$ cat config.mk
export PLATFORM = sky130hd
export DESIGN_NAME = unsigned_block_accumulator
export DESIGN_NICKNAME = d
export VERILOG_FILES = /design/src/rtl/uacc_pkg.sv /design/src/rtl/uacc_out_reg.sv /design/src/rtl/unsigned_block_accumulator.sv
export SDC_FILE = /design/constraint.sdc
export NUM_CORES = 1
export LEC_CHECK = 0
export CAP_MARGIN = 20
export CELL_PAD_IN_SITES_DETAIL_PLACEMENT = 1
export CELL_PAD_IN_SITES_GLOBAL_PLACEMENT = 2
export CORE_AREA = 2 2 65 67
export DETAILED_ROUTE_END_ITERATION = 10
export DIE_AREA = 0 0 67 69
export GPL_TIMING_DRIVEN = 0
export PLACE_DENSITY_LB_ADDON = 0.1
export SLEW_MARGIN = 20
export SYNTH_ARGS = -nofsm -noshare
export SYNTH_HDL_FRONTEND = slang
export SYNTH_HIERARCHICAL = 1
export SYNTH_SLANG_ARGS = --single-unit
export TNS_END_PERCENT = 5
$ cat constraint.sdc
create_clock -name clk -period 2.5 [get_ports clk]
set_clock_uncertainty 0.15 [all_clocks]
set_input_delay 0.5 -clock clk [delete_from_list [all_inputs] [get_ports clk]]
set_output_delay 0.5 -clock clk [all_outputs]
set_load 0.03 [all_outputs]
$ cat src/rtl/uacc_pkg.sv
// Shared types and width helper for the unsigned block accumulator.
package uacc_pkg;

  typedef enum logic {S_EMPTY, S_FULL} uacc_state_t;

  function automatic int uacc_acc_width(input int data_w, input int len);
    return data_w + $clog2(len);
  endfunction

endpackage

$ cat src/rtl/uacc_out_reg.sv
// One-entry valid/ready holding register: load, hold, drain, and load+drain in one cycle.
module uacc_out_reg
  import uacc_pkg::*;
#(
  parameter int W = 10
) (
  input  logic         clk,
  input  logic         rst,
  input  logic         load,
  input  logic [W-1:0] din,
  input  logic         m_ready,
  output logic         m_valid,
  output logic [W-1:0] dout
);

  uacc_state_t state_q, state_d;

  always_ff @(posedge clk or posedge rst) begin
    if (rst) begin
      state_q <= S_EMPTY;
      dout    <= '0;
    end else begin
      state_q <= state_d;
      if (load) dout <= din;
    end
  end

  // A load while draining keeps the register full with the new value.
  always_comb begin
    state_d = state_q;
    case (state_q)
      S_EMPTY: if (load) state_d = S_FULL;
      S_FULL:  if (m_ready && !load) state_d = S_EMPTY;
      default: state_d = S_EMPTY;
    endcase
  end

  assign m_valid = (state_q == S_FULL);

endmodule

$ cat src/rtl/unsigned_block_accumulator.sv
// Sums frames of ACC_LEN unsigned samples at full precision into a one-entry output register.
// Optional synchronous partial-frame clear via macro UNSIGNED_BLOCK_ACCUMULATOR_SYNC_CLEAR_EN.
module unsigned_block_accumulator
  import uacc_pkg::*;
#(
  parameter  int DATA_WIDTH = 8,
  parameter  int ACC_LEN    = 4,
  localparam int ACC_WIDTH  = uacc_acc_width(DATA_WIDTH, ACC_LEN)
) (
  input  logic                  clk,
  input  logic                  rst,
`ifdef UNSIGNED_BLOCK_ACCUMULATOR_SYNC_CLEAR_EN
  input  logic                  clr,
`endif
  input  logic                  s_valid,
  output logic                  s_ready,
  input  logic [DATA_WIDTH-1:0] din,
  output logic                  m_valid,
  input  logic                  m_ready,
  output logic [ACC_WIDTH-1:0]  dout
);

  localparam int CNT_W = (ACC_LEN > 1) ? $clog2(ACC_LEN) : 1;
  localparam logic [CNT_W-1:0] LAST_CNT = CNT_W'(ACC_LEN - 1);

  if (DATA_WIDTH <= 0) begin : g_bad_data_width
    $error("unsigned_block_accumulator: DATA_WIDTH must be > 0");
  end
  if (ACC_LEN < 1) begin : g_bad_acc_len
    $error("unsigned_block_accumulator: ACC_LEN must be >= 1");
  end

  // Reset asserts immediately but releases two edges after rst falls.
  logic rst_meta, rst_int;
  always_ff @(posedge clk or posedge rst) begin
    if (rst) begin
      rst_meta <= 1'b1;
      rst_int  <= 1'b1;
    end else begin
      rst_meta <= 1'b0;
      rst_int  <= rst_meta;
    end
  end

  logic clr_en;
`ifdef UNSIGNED_BLOCK_ACCUMULATOR_SYNC_CLEAR_EN
  assign clr_en = clr;
`else
  assign clr_en = 1'b0;
`endif

  logic [ACC_WIDTH-1:0] acc;
  logic [ACC_WIDTH-1:0] sum;
  logic [CNT_W-1:0]     count;
  logic                 is_last;
  logic                 s_xfer;
  logic                 load;

  assign is_last = (count == LAST_CNT);
  assign s_ready = !rst_int && !clr_en && (!is_last || !m_valid || m_ready);
  assign s_xfer  = s_valid && s_ready;
  assign sum     = acc + ACC_WIDTH'(din);
  assign load    = s_xfer && is_last;

  always_ff @(posedge clk or posedge rst_int) begin
    if (rst_int) begin
      acc   <= '0;
      count <= '0;
    end else if (clr_en) begin
      acc   <= '0;
      count <= '0;
    end else if (s_xfer) begin
      if (is_last) begin
        acc   <= '0;
        count <= '0;
      end else begin
        acc   <= sum;
        count <= count + CNT_W'(1);
      end
    end
  end

  uacc_out_reg #(
    .W(ACC_WIDTH)
  ) u_out_reg (
    .clk    (clk),
    .rst    (rst_int),
    .load   (load),
    .din    (sum),
    .m_ready(m_ready),
    .m_valid(m_valid),
    .dout   (dout)
  );

endmodule
Word level (Yosys, flattened, before mapping)
Cells that the tools add are included.
- memories kept: 0
- input port bits: 12
- memory bits (read-only): 0
- latch bits: 0
- bits in writable memories: 0
- register bits after elaboration: 25
- reduce and logical (&&, ||, !) cells: 10
- $add $sub $neg: 2
- equal/unequal tests: 1
- divide/modulo/power cells: 0
- magnitude comparators: 0
- shift operators: 0
- multipliers: 0
- bitwise gates (word level): 1
- mux-type cells: 5
- operators by type and width (kind ; number):
    adder 10 x 8 -> 10 bit ; 1
    two-way mux 10 bit ; 1
    logical AND 1 bit ; 4
    zero test 1 bit ; 4
    adder 2 x 1 -> 2 bit (second input constant) ; 1
    equality test 2 bit (second input constant) ; 1
    logical OR 1 bit ; 2
    two-way mux 1 bit ; 2
    two-way mux 2 bit ; 1
    case mux 1 bit (2 select lines) ; 1
    inverter 1 bit ; 1

Longest topological paths before layout
Gate-level depths: netlist of run 1.
- word-level depth: 11
- mapped depth: 9
- gate-level depth less buffers: 9

Hierarchy
Netlist of run 1, hierarchy kept.
- modules (own cells, without submodules) (module ; seq. area each (µm²) ; instances ; area each (µm²) ; cells an instance):
    unsigned_block_accumulator ; 352.8 ; 1 ; 928.4 ; 95
    uacc_out_reg ; 275.3 ; 1 ; 449.2 ; 25

Worst setup path before layout of run 1
Ideal clock, no wire load.
- kind: input to register
- start point: input din[0]
- end point: register u_out_reg.dout[6]
- arrival time: 2175 ps
- buffers on the path: 0
- setup slack: 50 ps
- stages on the path: 9
- path through: ha_1 inv_1 fa_1 nor2b_4 o31a_1 o21a_1 or3_1 and2_1 mux2_4
- cells in the longest elaborated chain, start to end: 1
- ends and longest elaborated chain (element ; line ; source):
    from (decl) ; unsigned_block_accumulator.sv:17 ; input logic [DATA_WIDTH-1:0] din,
    adder 10 x 8 -> 10 bit ; unsigned_block_accumulator.sv:62 ; assign sum = acc + ACC_WIDTH'(din);
    named net sum[6] ; unsigned_block_accumulator.sv:53 ; logic [ACC_WIDTH-1:0] sum;
    to (signal assigned) ; uacc_out_reg.sv:24 ; if (load) dout <= din;
    to (decl) ; uacc_out_reg.sv:13 ; output logic [W-1:0] dout
The timed path passes the listed nets, and every way through them passes these cells.
A chain may end at the register's enable or synchronous reset.

Final worst setup path of run 1
Ends and elaborated chain as after synthesis.

==> results of run 1 <==
-- layout make-up --
cell class / instances / area, um2 / share of cell area (%)
inverter: 10 / 37.5 / 2.09
multi-input combinational: 83 / 754 / 41.9
timing repair buffer: 27 / 255 / 14.2
sequential: 25 / 628 / 34.9
clock inverter: 1 / 5.00 / 0.278
buffer: 2 / 15.0 / 0.834
clock buffer: 3 / 41.3 / 2.29
tap: 50 / 62.6 / 3.48
-- sequential cells by signal, summed over array words and instances, names as in the netlist --
register           cells
acc                   10
count                  2
rst_int                1
rst_meta               1
u_out_reg/dout        10
u_out_reg/m_valid      1
-- power by group --
group          total (mW)  internal [mW]  switching, mW  leakage, nW
clock network       0.230          0.111          0.119       0.0255
logic                1.25          0.632          0.619        0.480
registers           0.697          0.575          0.122        0.306
-- per-layer routing --
| layer | part of all wire, % | vias up | wire (um) | GRT usage [%] |
|---|---|---|---|---|
| met2 | 50 | 15 | 1590 | 25.5 |
| met4 | 2.0 | 0 | 63 | 6.80 |
| met3 | 1.8 | 5 | 58 | 1.63 |
| met1 | 46 | 504 | 1450 | 20.3 |
| li1 | - | 487 | - | - |
| met5 | 0 | - | 0 | 0 |
-- how the worst max path moves through the flow --
stage                                                to  slack, ns          startpoint
after floorplan           u_out_reg/dout[6]$_DFFE_PP0P_       0.05              din[0]
after global placement    u_out_reg/dout[6]$_DFFE_PP0P_      -0.52              din[0]
after detailed placement  u_out_reg/dout[6]$_DFFE_PP0P_      -0.54              din[0]
after CTS                 u_out_reg/dout[6]$_DFFE_PP0P_       0.03  acc[0]$_DFFE_PP0N_
after global routing      u_out_reg/dout[6]$_DFFE_PP0P_      0.006              din[0]
final                     u_out_reg/dout[6]$_DFFE_PP0P_       0.08              din[0]
-- per-stage QoR --
stage	power (mW)	instances
after CTS	2.16	200
after floorplan	1.49	120
after global placement	1.82	193
final	2.18	201
after global routing	2.36	201
after detailed placement	1.86	193
-- logic make-up after synthesis --
| logic type | count (synthesis) | synth area share [%] |
|---|---|---|
| AO/OA/AOI/OAI | 34 | 17.3 |
| XOR/XNOR | 6 | 3.81 |
| multiplexers | 11 | 11.4 |
| other | 1 | 0.272 |
| flip-flops | 25 | 45.6 |
| buffers and inverters | 12 | 3.81 |
| adder cells (fa/ha/maj) | 10 | 9.63 |
| AND/OR/NAND/NOR | 21 | 8.08 |
-- timing repair --
action                     in CTS  in global routing
gates resized for setup        12                  3
pin swaps                       6                  4
setup endpoints to repair       5                  2
setup buffers                   3                  1
-- cell usage in the layout, fill, tap and decap left out, drive strengths merged --
cell	synthesis	layout
o21ai	6	6
a22o	4	4
a32o	1	1
o21a	2	2
o211ai	2	2
o31a	1	1
dlygate4sd2	0	4
nor2b	1	1
or3	2	2
a211oi	3	3
conb	1	1
inv	10	10
nand2	8	8
o2bb2ai	1	1
mux2	11	11
and4	1	1
and2	2	2
fa	1	1
nor2	4	4
a41oi	1	1
ha	9	9
o31ai	1	1
xor2	2	2
clkbuf	1	4
clkdlybuf4s50	0	18
a31oi	2	2
nand2b	3	3
buf	1	5
dfstp	2	2
a21oi	7	7
clkinv	0	1
xnor2	4	4
dfrtp	23	23
clkdlybuf4s15	0	1
a21o	3	3
==> impl_metrics.ini, run 1 <==
[run_status]
status = finished, final reports clean

[timing]
grt_setup_unrepaired = no
finalCriticalPeriod_ns = 2.42
timing.final.max_slew_violations = 0
finalHoldViolCount = 0
worst_pin_slew_ns = 0.660
max_freq_ghz = 0.414
relSlewSlack_pct = 55.8
setup_violations = 0
fin_crit_sh_pct = 96.6
hold_ws_ns = 0.120
totalNegativeSetupSlack_ns = 0
setup_slack_ns = 0.0842

[final_layout]
utilization_pct = 46.0
nets = 174
finalInstanceArea_um2 = 1800
fill_cells = 435
syn_to_final_growth_pct = 30.6
drive_above_1_share_pct = 22.5
antenna_cells = 0

[setup_path]
setup.worst_path.class = input port to register
startpoint_type = input port
cp_top_family = simple AND/OR/NAND/NOR gates
reg2reg_to = u_out_reg/dout[6]$_DFFE_PP0P_
crit_chain = clkdlybuf4s15_1 > ha_4 > inv_2 > fa_2 > nor2b_4 > o31a_1 > o21a_1 > or3_4 > and2_1 > mux2_4
critical_path_depth = 10
slowest_delay_ns = 0.37
ff2ff_path_depth = 9
cp.required_ns = 2.51
slowest_stage = or3_4
r2r_setup_slack_ns = 0.12
arrival_ns = 2.42
cp_max_fo = 2
rr_startpoint = acc[0]$_DFFE_PP0N_
crit_path_end_kind = register
cp_num_buf_inv = 2

[yosys]
synth_seq_cells = 25
synth_area_leaders = dfrtp_1 42%, mux2_4 9.8%, ha_1 8.2%, dfstp_2 3.8%, inv_1 2.7%
synth_edf_count = 0
synthArstFlopShare_pct = 100
avgSynthCellArea_um2 = 11.5
ys.warnings.count = 6
yosysSeqAreaShare_pct = 45.6
synth_commonest_cells = 23 x dfrtp_1, 10 x inv_1, 9 x ha_1, 9 x mux2_4, 8 x nand2_1
synth.distinct_cells = 35
syn-instance-count = 120
synth.most_common_cell = dfrtp_1
syn_area_um2 = 1380
yosys_most_used_dff = dfrtp_1
syn-num-nets = 142
yosysTopAreaCell = dfrtp_1
synth_top_area_share_pct = 41.8

[global_route]
antenna_found_initial = 0
grt_pass1_wl_mm = 5.48
grt_usage_pct = 15.6
grt_max_degree = 15
overflow = 0
grt_pass1_vias = 1106

[floorplanning]
fp.dieW_um = 67
pin_count = 24
core-area_um2 = 3910
start_util_pct = 35.2
die_area_um2 = 4620
num_rows = 23
die_h_um = 69

[route]
ant_nets = 0
drt_iter0_drc = 18
dr.pass1.iters = 4
drt-total-wl_mm = 3.16
viasPerCell = 5.03
vias = 1011
post_drt_wl_per_cell_um = 15.7
drc = 0

[clock_tree]
cts_tree = done
cts_buffer_depth = 2
clkSinkCount = 25
clock_latency_ns = 0.26
hold_buffers = 0
cts_made_buffers = 3
htree_levels = 1
clockRootBuffer = clkbuf_8
path_clk_slew_ns = 0.08

[hold_path]
hold_path.class = register to asynchronous set/reset pin

[power]
p_per_area_nw_per_um2 = 1210
p_leak_nw = 0.812
irDropWorstVdd_v = 0.000445

[place]
pre_cts_ws_ns = -0.545
dpl_cell_area_um2 = 1670
gp_congestion = 0.735
dp_hpwl_mm = 2.44
numPortBuffers = 23

[flow_run]
cap_violations = 0
Note: power is estimated with default switching activity, not from simulation.
==> run 2: changes to the inputs <==
--- a/config.mk
+++ b/config.mk
@@ -7,10 +7,10 @@
 export LEC_CHECK = 0
 export CAP_MARGIN = 20
 export CELL_PAD_IN_SITES_DETAIL_PLACEMENT = 1
-export CELL_PAD_IN_SITES_GLOBAL_PLACEMENT = 2
-export CORE_AREA = 2 2 65 67
+export CELL_PAD_IN_SITES_GLOBAL_PLACEMENT = 1
+export CORE_AREA = 2 2 59 61
 export DETAILED_ROUTE_END_ITERATION = 10
-export DIE_AREA = 0 0 67 69
+export DIE_AREA = 0 0 61 63
 export GPL_TIMING_DRIVEN = 0
 export PLACE_DENSITY_LB_ADDON = 0.1
 export SLEW_MARGIN = 20
==> constraint.sdc (replaced) <==
create_clock -name clk -period 2.5 [get_ports clk]
set_clock_uncertainty 0.15 [all_clocks]
set_input_delay 0.5 -clock clk [delete_from_list [all_inputs] [get_ports clk]]
set_output_delay 0.5 -clock clk [all_outputs]
set_load 0.005 [all_outputs]
==> run 2 against run 1 <==
Compared with the run above: clock-buffer cell count is the same; global-route usage grew 3.4 points; sequential power shrank 1%; largest cell class unchanged; clock power shrank 17%; routed wire length grew 0.35%; worst hold slack gained 0.0075 ns; highest routed layer unchanged.
==> impl_metrics.ini, run 2 (synthesized netlist as in run 1, its figures left out) <==
[timing]
setup_slack_ns = 0.00375
grt_setup_unrepaired = yes
timing.final.max_slew_violations = 0
hold_ws_ns = 0.128
worst_pin_slew_ns = 0.562
relSlewSlack_pct = 62.5
max_freq_ghz = 0.401
finalCriticalPeriod_ns = 2.50
totalNegativeSetupSlack_ns = 0
fin_crit_sh_pct = 99.9
setup_violations = 0
finalHoldViolCount = 0

[route]
dr.pass1.iters = 4
drt-total-wl_mm = 3.17
drt_iter0_drc = 18
viasPerCell = 5.14
drc = 0
vias = 1017
post_drt_wl_per_cell_um = 16.0
ant_nets = 0

[floorplanning]
num_rows = 21
die_area_um2 = 3840
die_h_um = 63
fp.dieW_um = 61
core-area_um2 = 3230
pin_count = 24
start_util_pct = 42.6

[clock_tree]
cts_made_buffers = 3
path_clk_slew_ns = 0.15
clkSinkCount = 25
cts_buffer_depth = 2
cts_tree = done
clock_latency_ns = 0.33
clockRootBuffer = clkbuf_4
htree_levels = 1

[power]
irDropWorstVdd_v = 0.000432
p_per_area_nw_per_um2 = 1110
p_total_mw = 1.96
p_leak_nw = 0.805

[global_route]
overflow = 0
grt_usage_pct = 18.9
antenna_found_initial = 0
grt_pass1_wl_mm = 5.40
grt_max_degree = 15
grt_pass1_vias = 1107

[final_layout]
final_cell_mix = 23 x dfrtp_1, 21 x clkdlybuf4s50_1, 9 x inv_1, 9 x mux2_4, 8 x nand2_1
final_cells = 198
final_common_cell = dfrtp_1
nets = 175
utilization_pct = 54.5
drive_above_1_share_pct = 23.0
antenna_cells = 0
reg_top3 = acc: 10 flops, u_out_reg/dout: 10 flops, count: 2 flops
syn_to_final_growth_pct = 28.0
finalInstanceArea_um2 = 1760

[setup_path]
reg2reg_to = u_out_reg/dout[6]$_DFFE_PP0P_
rr_startpoint = acc[0]$_DFFE_PP0N_
startpoint_type = input port
ff2ff_path_depth = 9
crit_path_end_kind = register
setup.worst_path.class = input port to register
r2r_setup_slack_ns = 0.04
cp-endpoint = u_out_reg/dout[6]$_DFFE_PP0P_
arrival_ns = 2.57
cp.required_ns = 2.57
cp_max_fo = 2
cp-startpoint = din[1]

[place]
dpl_cell_area_um2 = 1670
dp_cells = 189
dp_hpwl_mm = 2.37
gp_congestion = 0.755
pre_cts_ws_ns = -0.549
numPortBuffers = 23

[flow_run]
cap_violations = 0

[run_status]
status = finished, final reports clean

[hold_path]
hold_path.class = register to asynchronous set/reset pin
## run 2: cell count changes in the layout (fill, tap and decap cells not counted), moves of 2 or more
cell,delta
clkbuf_4,+3
clkbuf_8,-3
clkdlybuf4s50_1,+3
ha_4,-3
dlygate4sd2_1,-2
ha_2,+2
## run 2: worst max-delay path, cell delays in order
cell	delay [ns]
clkdlybuf4s50_1	0.42
inv_1	0.09
fa_2	0.24
nor2b_4	0.05
o31a_1	0.30
o21a_1	0.21
or3_4	0.36
and2_1	0.14
mux2_4	0.25
## run 2: area by class of cell
class	instances	area, um2
multi-input combinational	83	732
inverter	10	37.5
sequential	25	628
timing repair buffer	28	265
clock buffer	3	22.5
tap	46	57.6
fill	365	1470
buffer	2	15.0
clock inverter	1	5.00
## run 2: where the power goes
group          internal (mW)  total [mW]  switching [mW]
sequential             0.573       0.687           0.114
combinational          0.621        1.08           0.459
clock                 0.0600       0.190           0.130
total                   1.25        1.96           0.702
## run 2: what timing repair did
action	in CTS	in global routing
pin swaps	6	2
hold buffers	0	0
setup endpoints to repair	4	5
gates resized for setup	6	4
buffers inserted	5	0
## run 2: metal layers
metal	share of wire, %	track usage (%)	up-vias
met5	0	0	-
met4	0.82	4.08	0
met3	2.4	2.90	4
met2	53	32.8	15
met1	44	24.3	506
li1	-	-	492
## run 2: worst min-delay path by stage
stage / slack, ns / depth (start not counted) / endpoint
after floorplan: 0.06 / 1 / u_out_reg/dout[0]$_DFFE_PP0P_
after global placement: 0.13 / 1 / u_out_reg/dout[0]$_DFFE_PP0P_
after detailed placement: 0.14 / 1 / u_out_reg/dout[0]$_DFFE_PP0P_
after CTS: 0.15 / 1 / u_out_reg/dout[0]$_DFFE_PP0P_
after global routing: 0.18 / 1 / u_out_reg/dout[0]$_DFFE_PP0P_
final: 0.13 / 1 / u_out_reg/dout[0]$_DFFE_PP0P_
